`config.mk`:
```
export PLATFORM = sky130hd
export DESIGN_NAME = serial_pattern_gen_flat
export DESIGN_NICKNAME = d
export VERILOG_FILES = /design/src/rtl/serial_pattern_gen_if.sv /design/src/rtl/serial_pattern_gen.sv /design/src/flat_wrapper.sv
export SDC_FILE = /design/constraint.sdc
export NUM_CORES = 1
export LEC_CHECK = 0
export BUFFER_PORTS_ARGS = -buffer_cell sky130_fd_sc_hd__buf_2
export CORE_AREA = 2 2 44 87
export CTS_CLUSTER_DIAMETER = 200
export DETAILED_ROUTE_END_ITERATION = 10
export DIE_AREA = 0 0 46 89
export PLACE_DENSITY = 0.8
export SLEW_MARGIN = 20
export SYNTH_ARGS = -nofsm -noshare
export SYNTH_HDL_FRONTEND = slang
export SYNTH_SLANG_ARGS = --single-unit
```
`constraint.sdc`:
```
create_clock -name clk -period 4.44 [get_ports clk]
set_input_delay 0.444 -clock clk [delete_from_list [all_inputs] [get_ports clk]]
set_output_delay 0.444 -clock clk [all_outputs]
set_load 0.02 [all_outputs]
```
`src/rtl/serial_pattern_gen_if.sv`:
```
// Load port and serial output bundle for serial_pattern_gen.
// The slave modport is the generator; the master modport is the block that feeds it and watches the line.
interface serial_pattern_gen_if #(
    parameter int PAT_W = 8,
    parameter int LEN_W = $clog2(PAT_W),
    parameter int CNT_W = 4,
    parameter int GAP_W = 4
);
    logic             load_valid;
    logic             load_ready;
    logic [PAT_W-1:0] pattern;
    logic [LEN_W-1:0] len_m1;
    logic [CNT_W-1:0] rep_m1;
    logic [GAP_W-1:0] gap;
    logic             abort;
    logic             dout;
    logic             dout_valid;
    logic             frame_start;
    logic             busy;
    logic             done;

    modport master (
        output load_valid, pattern, len_m1, rep_m1, gap, abort,
        input  load_ready, dout, dout_valid, frame_start, busy, done
    );

    modport slave (
        input  load_valid, pattern, len_m1, rep_m1, gap, abort,
        output load_ready, dout, dout_valid, frame_start, busy, done
    );
endinterface

```
`src/rtl/serial_pattern_gen.sv`:
```
// Serial pattern transmitter: sends pattern[len_m1:0] MSB-first, (rep_m1+1) times,
// with gap idle cycles between repetitions.
//   state   | meaning
//   S_IDLE  | waiting for a load; load_ready high
//   S_SHIFT | dout carries captured pattern[idx_q]
//   S_GAP   | idle cycles between repetitions; gap_cnt_q counts down to 0
module serial_pattern_gen #(
    parameter int   PAT_W    = 8,
    parameter int   LEN_W    = $clog2(PAT_W),
    parameter int   CNT_W    = 4,
    parameter int   GAP_W    = 4,
    parameter logic IDLE_BIT = 1'b0
) (
    input logic                 clk,
    input logic                 reset,
    serial_pattern_gen_if.slave sp
);

    typedef enum logic [1:0] {
        S_IDLE  = 2'd0,
        S_SHIFT = 2'd1,
        S_GAP   = 2'd2
    } state_t;

    state_t state_q, state_d;

    logic [PAT_W-1:0] pat_q;
    logic [LEN_W-1:0] len_q;
    logic [GAP_W-1:0] gap_q;
    logic [LEN_W-1:0] idx_q;
    logic [CNT_W-1:0] rep_q;
    logic [GAP_W-1:0] gap_cnt_q;

    logic dout_q, dout_valid_q, frame_start_q, done_q;
    logic dout_d, dout_valid_d, frame_start_d, done_d;

    logic             last_bit;
    logic             last_rep;
    logic             gap_tc;
    logic [LEN_W-1:0] idx_dec;

    assign last_bit = (idx_q == '0);
    assign last_rep = (rep_q == '0);
    assign gap_tc   = (gap_cnt_q == '0);
    assign idx_dec  = idx_q - LEN_W'(1);

    always_ff @(posedge clk or posedge reset) begin
        if (reset) begin
            state_q <= S_IDLE;
        end else begin
            state_q <= state_d;
        end
    end

    always_comb begin
        state_d = state_q;
        if (sp.abort) begin
            state_d = S_IDLE;
        end else begin
            case (state_q)
                S_IDLE: begin
                    if (sp.load_valid) state_d = S_SHIFT;
                end
                S_SHIFT: begin
                    if (last_bit) begin
                        if (last_rep)          state_d = S_IDLE;
                        else if (gap_q != '0)  state_d = S_GAP;
                    end
                end
                S_GAP: begin
                    if (gap_tc) state_d = S_SHIFT;
                end
                default: state_d = S_IDLE;
            endcase
        end
    end

    // Outputs are registered, so this computes what the line shows in the next cycle.
    always_comb begin
        dout_d        = IDLE_BIT;
        dout_valid_d  = 1'b0;
        frame_start_d = 1'b0;
        done_d        = 1'b0;
        if (!sp.abort) begin
            case (state_q)
                S_IDLE: begin
                    if (sp.load_valid) begin
                        dout_d        = sp.pattern[sp.len_m1];
                        dout_valid_d  = 1'b1;
                        frame_start_d = 1'b1;
                    end
                end
                S_SHIFT: begin
                    if (!last_bit) begin
                        dout_d       = pat_q[idx_dec];
                        dout_valid_d = 1'b1;
                    end else if (last_rep) begin
                        done_d = 1'b1;
                    end else if (gap_q == '0) begin
                        dout_d        = pat_q[len_q];
                        dout_valid_d  = 1'b1;
                        frame_start_d = 1'b1;
                    end
                end
                S_GAP: begin
                    if (gap_tc) begin
                        dout_d        = pat_q[len_q];
                        dout_valid_d  = 1'b1;
                        frame_start_d = 1'b1;
                    end
                end
                default: ;
            endcase
        end
    end

    always_ff @(posedge clk or posedge reset) begin
        if (reset) begin
            pat_q         <= '0;
            len_q         <= '0;
            gap_q         <= '0;
            idx_q         <= '0;
            rep_q         <= '0;
            gap_cnt_q     <= '0;
            dout_q        <= IDLE_BIT;
            dout_valid_q  <= 1'b0;
            frame_start_q <= 1'b0;
            done_q        <= 1'b0;
        end else begin
            dout_q        <= dout_d;
            dout_valid_q  <= dout_valid_d;
            frame_start_q <= frame_start_d;
            done_q        <= done_d;
            if (!sp.abort) begin
                case (state_q)
                    S_IDLE: begin
                        if (sp.load_valid) begin
                            pat_q <= sp.pattern;
                            len_q <= sp.len_m1;
                            rep_q <= sp.rep_m1;
                            gap_q <= sp.gap;
                            idx_q <= sp.len_m1;
                        end
                    end
                    S_SHIFT: begin
                        if (!last_bit) begin
                            idx_q <= idx_dec;
                        end else if (!last_rep) begin
                            rep_q <= rep_q - CNT_W'(1);
                            idx_q <= len_q;
                            // Loaded with gap-1 so the terminal count at 0 yields exactly gap idle cycles.
                            if (gap_q != '0) gap_cnt_q <= gap_q - GAP_W'(1);
                        end
                    end
                    S_GAP: begin
                        if (!gap_tc) gap_cnt_q <= gap_cnt_q - GAP_W'(1);
                    end
                    default: ;
                endcase
            end
        end
    end

    assign sp.dout        = dout_q;
    assign sp.dout_valid  = dout_valid_q;
    assign sp.frame_start = frame_start_q;
    assign sp.done        = done_q;
    assign sp.load_ready  = (state_q == S_IDLE);
    assign sp.busy        = (state_q != S_IDLE);

endmodule

```
`src/flat_wrapper.sv`:
```
// flat-port wrapper written by rule: the top's interface ports become plain ports
module serial_pattern_gen_flat 
#(
    parameter int   PAT_W    = 8,
    parameter int   LEN_W    = $clog2(PAT_W),
    parameter int   CNT_W    = 4,
    parameter int   GAP_W    = 4,
    parameter logic IDLE_BIT = 1'b0
)
  (clk, reset, sp_load_valid, sp_pattern, sp_len_m1, sp_rep_m1, sp_gap, sp_abort, sp_load_ready, sp_dout, sp_dout_valid, sp_frame_start, sp_busy, sp_done);
  serial_pattern_gen_if #(.PAT_W(PAT_W), .LEN_W(LEN_W), .CNT_W(CNT_W), .GAP_W(GAP_W)) sp_i ();
  input logic clk;
  input logic reset;
  input wire logic [$bits(sp_i.load_valid)-1:0] sp_load_valid;
  input wire logic [$bits(sp_i.pattern)-1:0] sp_pattern;
  input wire logic [$bits(sp_i.len_m1)-1:0] sp_len_m1;
  input wire logic [$bits(sp_i.rep_m1)-1:0] sp_rep_m1;
  input wire logic [$bits(sp_i.gap)-1:0] sp_gap;
  input wire logic [$bits(sp_i.abort)-1:0] sp_abort;
  output wire logic [$bits(sp_i.load_ready)-1:0] sp_load_ready;
  output wire logic [$bits(sp_i.dout)-1:0] sp_dout;
  output wire logic [$bits(sp_i.dout_valid)-1:0] sp_dout_valid;
  output wire logic [$bits(sp_i.frame_start)-1:0] sp_frame_start;
  output wire logic [$bits(sp_i.busy)-1:0] sp_busy;
  output wire logic [$bits(sp_i.done)-1:0] sp_done;
  assign sp_i.load_valid = sp_load_valid;
  assign sp_i.pattern = sp_pattern;
  assign sp_i.len_m1 = sp_len_m1;
  assign sp_i.rep_m1 = sp_rep_m1;
  assign sp_i.gap = sp_gap;
  assign sp_i.abort = sp_abort;
  assign sp_load_ready = sp_i.load_ready;
  assign sp_dout = sp_i.dout;
  assign sp_dout_valid = sp_i.dout_valid;
  assign sp_frame_start = sp_i.frame_start;
  assign sp_busy = sp_i.busy;
  assign sp_done = sp_i.done;
  serial_pattern_gen #(.PAT_W(PAT_W), .LEN_W(LEN_W), .CNT_W(CNT_W), .GAP_W(GAP_W), .IDLE_BIT(IDLE_BIT)) u_core (.clk(clk), .reset(reset), .sp(sp_i));
endmodule
```
-- Word level (Yosys, flattened, before mapping)
Cells that the tools add are included.
- flip-flop bits (word level): 32
- input port bits: 23
- output and inout bits: 6
- word-level logic and storage cells: 92
- bitwise gates (word level): 1
- add/subtract/negate cells: 4
- reductions and logical operators: 14
- magnitude comparators: 3
- equality and inequality tests: 12
- mux-type cells: 47
- operators with widths (kind ; number):
    $mux 4 ; 7
    $mux 1 ; 21
    $pmux 4 s2 ; 2
    $logic_not 4->1 ; 3
    $lt 3x4->1 const B ; 3
    $mux 2 ; 6
    $sub 4x1->4 const B ; 3
    $bmux 1 s3 ; 3
    $mux 3 ; 3
    $pmux 1 s3 ; 3
    $reduce_and 4->1 ; 2
    $ne 2x2->1 const B ; 3
    $ne 3x2->1 const B ; 2
    $ne 3x3->1 const B ; 2
    $pmux 2 s3 ; 1
    $pmux 3 s2 ; 1
    $reduce_and 6->1 ; 1
    $reduce_bool 2->1 ; 3
    $reduce_and 5->1 ; 1
    $ne 2x1->1 const B ; 2
    $ne 4x2->1 const B ; 1
    $reduce_bool 4->1 ; 1
    $logic_not 3->1 ; 1
    $reduce_and 3->1 ; 1
    other kinds (5) ; 5

-- Longest topological paths before layout
Gate-level depths: netlist of run 1.
- word-level depth: 7
- gate-level depth with buffers: 8
- depth with buffers taken out: 7

-- Least setup slack after synthesis of run 1
No wires, ideal clock.
- kind: register to register
- start: register u_core.state_q[0]
- end: register u_core.gap_q[2]
- clock period less this slack: 1937 ps
- path slack: 2503 ps
- cell stages (with the launch flop): 8
- data arrival time: 1812 ps
- cell sequence: dfrtp_1 > inv_1 > ha_1 > nand2_1 > or2_2 > buf_2 > buf_2 > mux2_2
- longest elaborated chain between the ends: 2
- RTL lines (what ; RTL line ; RTL):
    from (decl) ; serial_pattern_gen.sv:25 ; state_t state_q, state_d;
    from (signal assigned) ; serial_pattern_gen.sv:51 ; state_q <= state_d;
    $logic_not 2->1 ; - ;
    named net sp_load_ready ; flat_wrapper.sv:20 ; output wire logic [$bits(sp_i.load_ready)-1:0] sp_load_ready;
    $reduce_and 3->1 (no source line) ; - ;
    to (signal assigned) ; serial_pattern_gen.sv:141 ; gap_q <= sp.gap;
    to (decl) ; serial_pattern_gen.sv:29 ; logic [GAP_W-1:0] gap_q;
The timed path passes the listed nets, and every way through them passes these cells.
A chain may end at the register's enable or synchronous reset.

-- Worst setup path in the final report of run 1
- start: register u_core.state_q[1]
- end: register u_core.idx_q[0]
- longest elaborated chain between the ends: 3
- elaborated cells between the ends (all ways): 7
- classes of those cells: 3 x eq/ne; 1 x mux; 3 x reduce/logical
- RTL lines (what ; RTL line ; RTL):
    $eq 2x1->1 or $logic_not 2->1 (tied branches) ; serial_pattern_gen.sv:135 ; case (state_q)
    $ne 3x3->1 (no source line) (tied with other cells) ; - ;
    $reduce_and 4->1 (no source line) ; - ;
    to (signal assigned) ; serial_pattern_gen.sv:142 ; idx_q <= sp.len_m1;
    to (signal assigned) ; serial_pattern_gen.sv:147 ; idx_q <= idx_dec;
    to (signal assigned) ; serial_pattern_gen.sv:150 ; idx_q <= len_q;
    to (decl) ; serial_pattern_gen.sv:30 ; logic [LEN_W-1:0] idx_q;
Several ways; a longest one is shown, not always the timed one.

==> impl_metrics.toml, run 1 <==
[global_routing]
grt_antenna_before_repair = 0
overflow = 0
grt_first_pass_wirelength_um = 6870
grt_max_degree = 33
grt_usage = 0.234
first_global_vias = 1522

[power_and_ir_drop]
clkPwrFrac = 0.144
p_switching_mw = 0.650
p_sw_frac = 0.412
intPower_mw = 0.926
power.total_mw = 1.58
p_per_area_mw_per_mm2 = 708
comb_power_share = 0.492
seq_power_share = 0.364
ir_worst_vdd_uv = 313
cellLeakagePower_nw = 1.00

[drt]
post_drt_via_cell_ratio = 6.23
wl_per_cell_um = 16.8
drc = 0
ant_nets = 0
initialDrtViolationCount = 38
drtPass1Iterations = 4
totalWireLength_um = 4040
num_vias = 1496

[synth]
synth_edf_count = 0
synth.cell_area_sq_mm = 0.00198
syn_nets = 208
yosys.cell_count.top_type = "dfrtp_1"
async_reset_ff_frac = 1.00
yosysSeqAreaShare = 0.405
ys_seq_elements = 32
yosysTopAreaCell = "dfrtp_1"
ys_warn_count = 0
synth_top_area_share = 0.405
synth_commonest_cells = "dfrtp_1 (32), mux2_2 (16), inv_1 (12), mux2i_1 (12), nand2_1 (10)"
synth.distinct_cells = 46
synth_ff_type = "dfrtp_1"
ys_top_cells_by_area = "dfrtp_1 (41%), mux2_2 (9.1%), mux2i_1 (6.1%), ha_1 (5.1%), mux4_1 (2.7%)"
synth.avg_cell_area_sq_um = 11.2
synthCells = 177

[placed_design]
numPlacedInstances = 232
portBuffers = 28
pre_cts_ws_ns = 2.19
gp_routability_congestion = 0.848
dp_hpwl_um = 3180

[sta]
relSlewSlack = 0.565
fin_crit_sh = 0.507
fmax_mhz = 444
setup-violations-final = 0
drv_slew = 0
finalHoldViolations = 0
fin_crit_ns = 2.25
worst_pin_slew_ns = 0.653
rsz0062_at_grt = "no"
fin_hold_ws_ns = 0.237
skew_ns = 0.00894
timing.final.ws_setup_ns = 2.19
finalSetupTns_ns = 0

[floorplan]
die_h_um = 89
dieWidth_um = 46
die-area_sq_mm = 0.00409
rows = 30
ios = 29
start_util = 0.585
core_area_sq_mm = 0.00338

[clocking]
ctsHoldBuffers = 0
cts_made_buffers = 5
h-tree-depth = 2
clockRootBuffer = "clkbuf_8"
post_cts_buffers = 0
cts-resized-gates = 0
cts_tree = "yes"
clkSinkCount = 32
clk_transition_reported_paths_ns = 0.07
clockBufferDepth = 2
clock_latency_ns = 0.28

[final_layout]
n_antenna_cell = 0
drive_gt1_frac = 0.313
syn_to_final_growth_pct = 12.7
stdcell_count = 240
fin_nets = 238

[hold_path]
min_path_type = "in -> async"

[critical_path]
arrival_ns = 2.38
reg2regPathDepth = 7
worst-setup-path-type = "reg -> reg"
reg2reg_from = "u_core.state_q[1]"
crit_required_ns = 4.57
critPathLaunchType = "flop"
critPathCaptureType = "flop"
regToRegSetupSlack_ns = 2.19
crit_fanout = 16
r2r_end = "u_core.idx_q[0]"

[run_status]
outcome = "completed"

[run]
maxCapViolCount = 0
[final cells by class]
type | count | area [sq um]
clock buffers | 8 | 90.1
fillers | 266 | 1150
inverters | 12 | 45.0
multi-input cells | 127 | 1100
flip-flops and latches | 32 | 801
well taps | 32 | 40.0
repair buffers | 29 | 148
[logic make-up after synthesis]
group / count (synthesis) / share of synthesized area
AO/OA/AOI/OAI: 30 / 0.119
XOR/XNOR: 2 / 0.00886
adder cells (fa/ha/maj): 8 / 0.0506
buffers and inverters: 18 / 0.0367
flip-flops: 32 / 0.405
multiplexers: 32 / 0.201
AND/OR/NAND/NOR: 55 / 0.178
[worst max-delay path, stage by stage (launching register included)]
cell and delay (ns):
dfrtp_1 0.41, inv_1 0.09, ha_1 0.57, nor2_1 0.17
nor3_4 0.28, nand2_1 0.19, a221oi_1 0.27, a211oi_1 0.11
[cells in the final DEF, fill, tap and decap left out, drive strengths merged, types with 3 or more instances in the layout]
cell type   n
mux2       16
a21oi       5
mux2i      12
a2111oi     3
clkbuf      8
nor3b       3
nand3       6
inv        12
ha          8
nor2        8
nand2      10
mux4        4
o21ai      10
buf        29
dfrtp      32
nand2b      3
nand4       3
nor2b       5
nor3        5
nand3b      3
[power groups by stage]
stage	sequential (mW)	clock, mW	combinational [mW]
final	0.573	0.227	0.776
after global routing	0.596	0.246	0.861
after CTS	0.570	0.232	0.777
after detailed placement	0.575	0	0.774
after global placement	0.562	0	0.736
after floorplan	0.537	0	0.630
[metal layers]
metal | wire length [um] | track usage
met1 | 1490 | 0.235
met2 | 2290 | 0.432
met3 | 141 | 0.0424
met4 | 116 | 0.114
met5 | 0 | 0
[flip-flops by register name (all words and copies together) (netlist names)]
signal and cells:
u_core.sp.dout 1, u_core.sp.frame_start 1, u_core.sp.dout_valid 1, u_core.state_q 2
u_core.idx_q 3, u_core.pat_q 8, u_core.rep_q 4, u_core.len_q 3
u_core.gap_cnt_q 4, u_core.gap_q 4, u_core.sp.done 1
[per-stage QoR]
step	utilization	area, sq um
after floorplan	-	1980
after global routing	0.659	2230
final	0.659	2230
after global placement	0.633	2140
after detailed placement	0.633	2140
after CTS	0.659	2230
[worst max path at each step]
stage | start | to | slack (ns) | cells after the start
finish | u_core.state_q[1] | u_core.idx_q[0] | 2.19 | 7
global route | u_core.state_q[1] | u_core.idx_q[0] | 1.96 | 7
CTS | u_core.state_q[1] | u_core.idx_q[0] | 2.17 | 7
detailed placement | u_core.state_q[1] | u_core.idx_q[0] | 2.19 | 7
global placement | u_core.state_q[1] | u_core.gap_cnt_q[0] | 2.30 | 6
floorplan | u_core.state_q[0] | u_core.gap_q[2] | 2.50 | 7
(Power assumes the default switching activity.)
==> inputs of run 2 (changes only) <==
- CORE_AREA: 2 2 44 87 -> 2 2 45 89
- DIE_AREA: 0 0 46 89 -> 0 0 47 91
- PLACE_DENSITY: 0.8 -> 0.77
- clock period: 4.44 -> 2.25 ns (I/O delays scaled with it)
==> run 2 against run 1 <==
  * Cell area up 2.1%
  * Critical endpoint unchanged
  * Critical path type unchanged
  * Fmax is 8.7% higher
  * Clock power is 100% higher
  * Largest power group unchanged
==> impl_metrics.toml, run 2 (synthesis results as in run 1) <==
[run_status]
outcome = "completed"

[drt]
totalWireLength_um = 4190
initialDrtViolationCount = 36
post_drt_via_cell_ratio = 5.78
num_vias = 1503
ant_nets = 0
drtPass1Iterations = 4
wl_per_cell_um = 16.1
drc = 0

[final_layout]
finalInstanceArea_sq_mm = 0.00227
n_antenna_cell = 0
stdcell_count = 260
syn_to_final_growth_pct = 15.0
fin_nets = 241
mostFrequentLayoutCells = "dfrtp_1 (32), buf_2 (28), mux2_2 (16), mux2i_1 (12), inv_1 (12)"
final_common_cell = "dfrtp_1"
drive_gt1_frac = 0.327
top_register = "u_core.pat_q"
largest_reg_flops = 8

[floorplan]
core_area_sq_mm = 0.00357
die-area_sq_mm = 0.00428
die_h_um = 91
dieWidth_um = 47
start_util = 0.554
rows = 31
ios = 29

[critical_path]
worst-setup-path-type = "reg -> reg"
crit_required_ns = 2.41
critPathCaptureType = "flop"
cp_slowest_stage_delay_ns = 0.41
critPathSlowestCell = "dfrtp_1"
cp_cell_sequence = "inv_1, ha_1, nor2b_1, nor3_4, nand2_1, a221oi_1, a211oi_1"
crit_fanout = 7
arrival_ns = 2.23
critPathLaunchType = "flop"

[clocking]
clockRootBuffer = "clkbuf_8"
clock_latency_ns = 0.28
clkSinkCount = 32
cts_made_buffers = 5
post_cts_buffers = 0
clockBufferDepth = 2
h-tree-depth = 2
clk_transition_reported_paths_ns = 0.06
ctsHoldBuffers = 0
cts_tree = "yes"
cts-resized-gates = 0

[sta]
relSlewSlack = 0.640
fmax_mhz = 483
fin_crit_ns = 2.07
fin_crit_sh = 0.920
drv_slew = 0
skew_ns = 0.00330
rsz0062_at_grt = "no"
finalSetupTns_ns = 0
worst_pin_slew_ns = 0.526
finalHoldViolations = 0
timing.final.ws_setup_ns = 0.180
setup-violations-final = 0

[global_routing]
grt_first_pass_wirelength_um = 7130
grt_antenna_before_repair = 0
first_global_vias = 1631
grt_usage = 0.230
grt_max_degree = 33
overflow = 0

[placed_design]
pre_cts_ws_ns = 0.117
place_area_sq_mm = 0.00218
dp_hpwl_um = 3250
portBuffers = 28
numPlacedInstances = 252
gp_routability_congestion = 0.897

[power_and_ir_drop]
comb_power_share = 0.498
power.total_mw = 3.16
ir_worst_vdd_uv = 956
clkPwrFrac = 0.144
p_sw_frac = 0.411
seq_power_share = 0.358
p_switching_mw = 1.30
intPower_mw = 1.86
p_per_area_mw_per_mm2 = 1390
cellLeakagePower_nw = 1.02

[run]
maxCapViolCount = 0

[hold_path]
min_path_type = "in -> async"
-- run 2: layer usage --
layer  part of all wire  GRT usage  up-vias
li1                   -          -      716
met1               0.35      0.228      728
met2               0.58      0.404       41
met3              0.029     0.0398       18
met4              0.040      0.134        0
met5                  0          0        -
-- run 2: final timing paths --
check / cells after the start / slack, ns / end / startpoint
worst min-delay path: 3 / 0.01 / u_core.sp.done / reset
worst max-delay path: 7 / 0.18 / u_core.idx_q[0] / u_core.state_q[0]
min in group clk: 2 / 0.18 / u_core.gap_q[0] / sp_gap[0]
worst max register to register: 7 / 0.18 / u_core.idx_q[0] / u_core.state_q[0]
worst min register to register: 2 / 0.49 / u_core.idx_q[1] / u_core.idx_q[1]
max in group asynchronous: 3 / 1.95 / u_core.pat_q[5] / reset
-- run 2: power by group through the flow --
stage          logic (mW)  registers, mW  clock network [mW]
5_1_grt              1.73           1.18               0.490
4_1_cts              1.58           1.13               0.469
6_report             1.58           1.13               0.454
3_3_place_gp         1.48           1.11                   0
2_1_floorplan        1.24           1.06                   0
3_5_place_dp         1.57           1.14                   0
-- run 2: cell type report --
class                           instances  area [sq um]
Tap cell                               49          61.3
Sequential cell                        32           801
Inverter                               12          45.0
Fill cell                             314          1290
Multi-Input combinational cell        127          1110
Timing Repair Buffer                   32           170
Clock buffer                            8          90.1
-- run 2: critical path: cells and delay by family (launching register included) --
| kind | cells | cell delay, ns |
|---|---|---|
| adder cells (fa/ha/maj) | 1 | 0.29 |
| flip-flops | 1 | 0.41 |
| buffers and inverters | 1 | 0.10 |
| AO/OA/AOI/OAI | 2 | 0.41 |
| AND/OR/NAND/NOR | 3 | 0.73 |
-- run 2: per-stage QoR --
step / util / hold slack, ns
after floorplan: - / 0.291
after global placement: 0.611 / 0.317
after detailed placement: 0.611 / 0.329
after CTS: 0.636 / 0.0217
after global routing: 0.637 / 0.0473
final: 0.637 / 0.0104
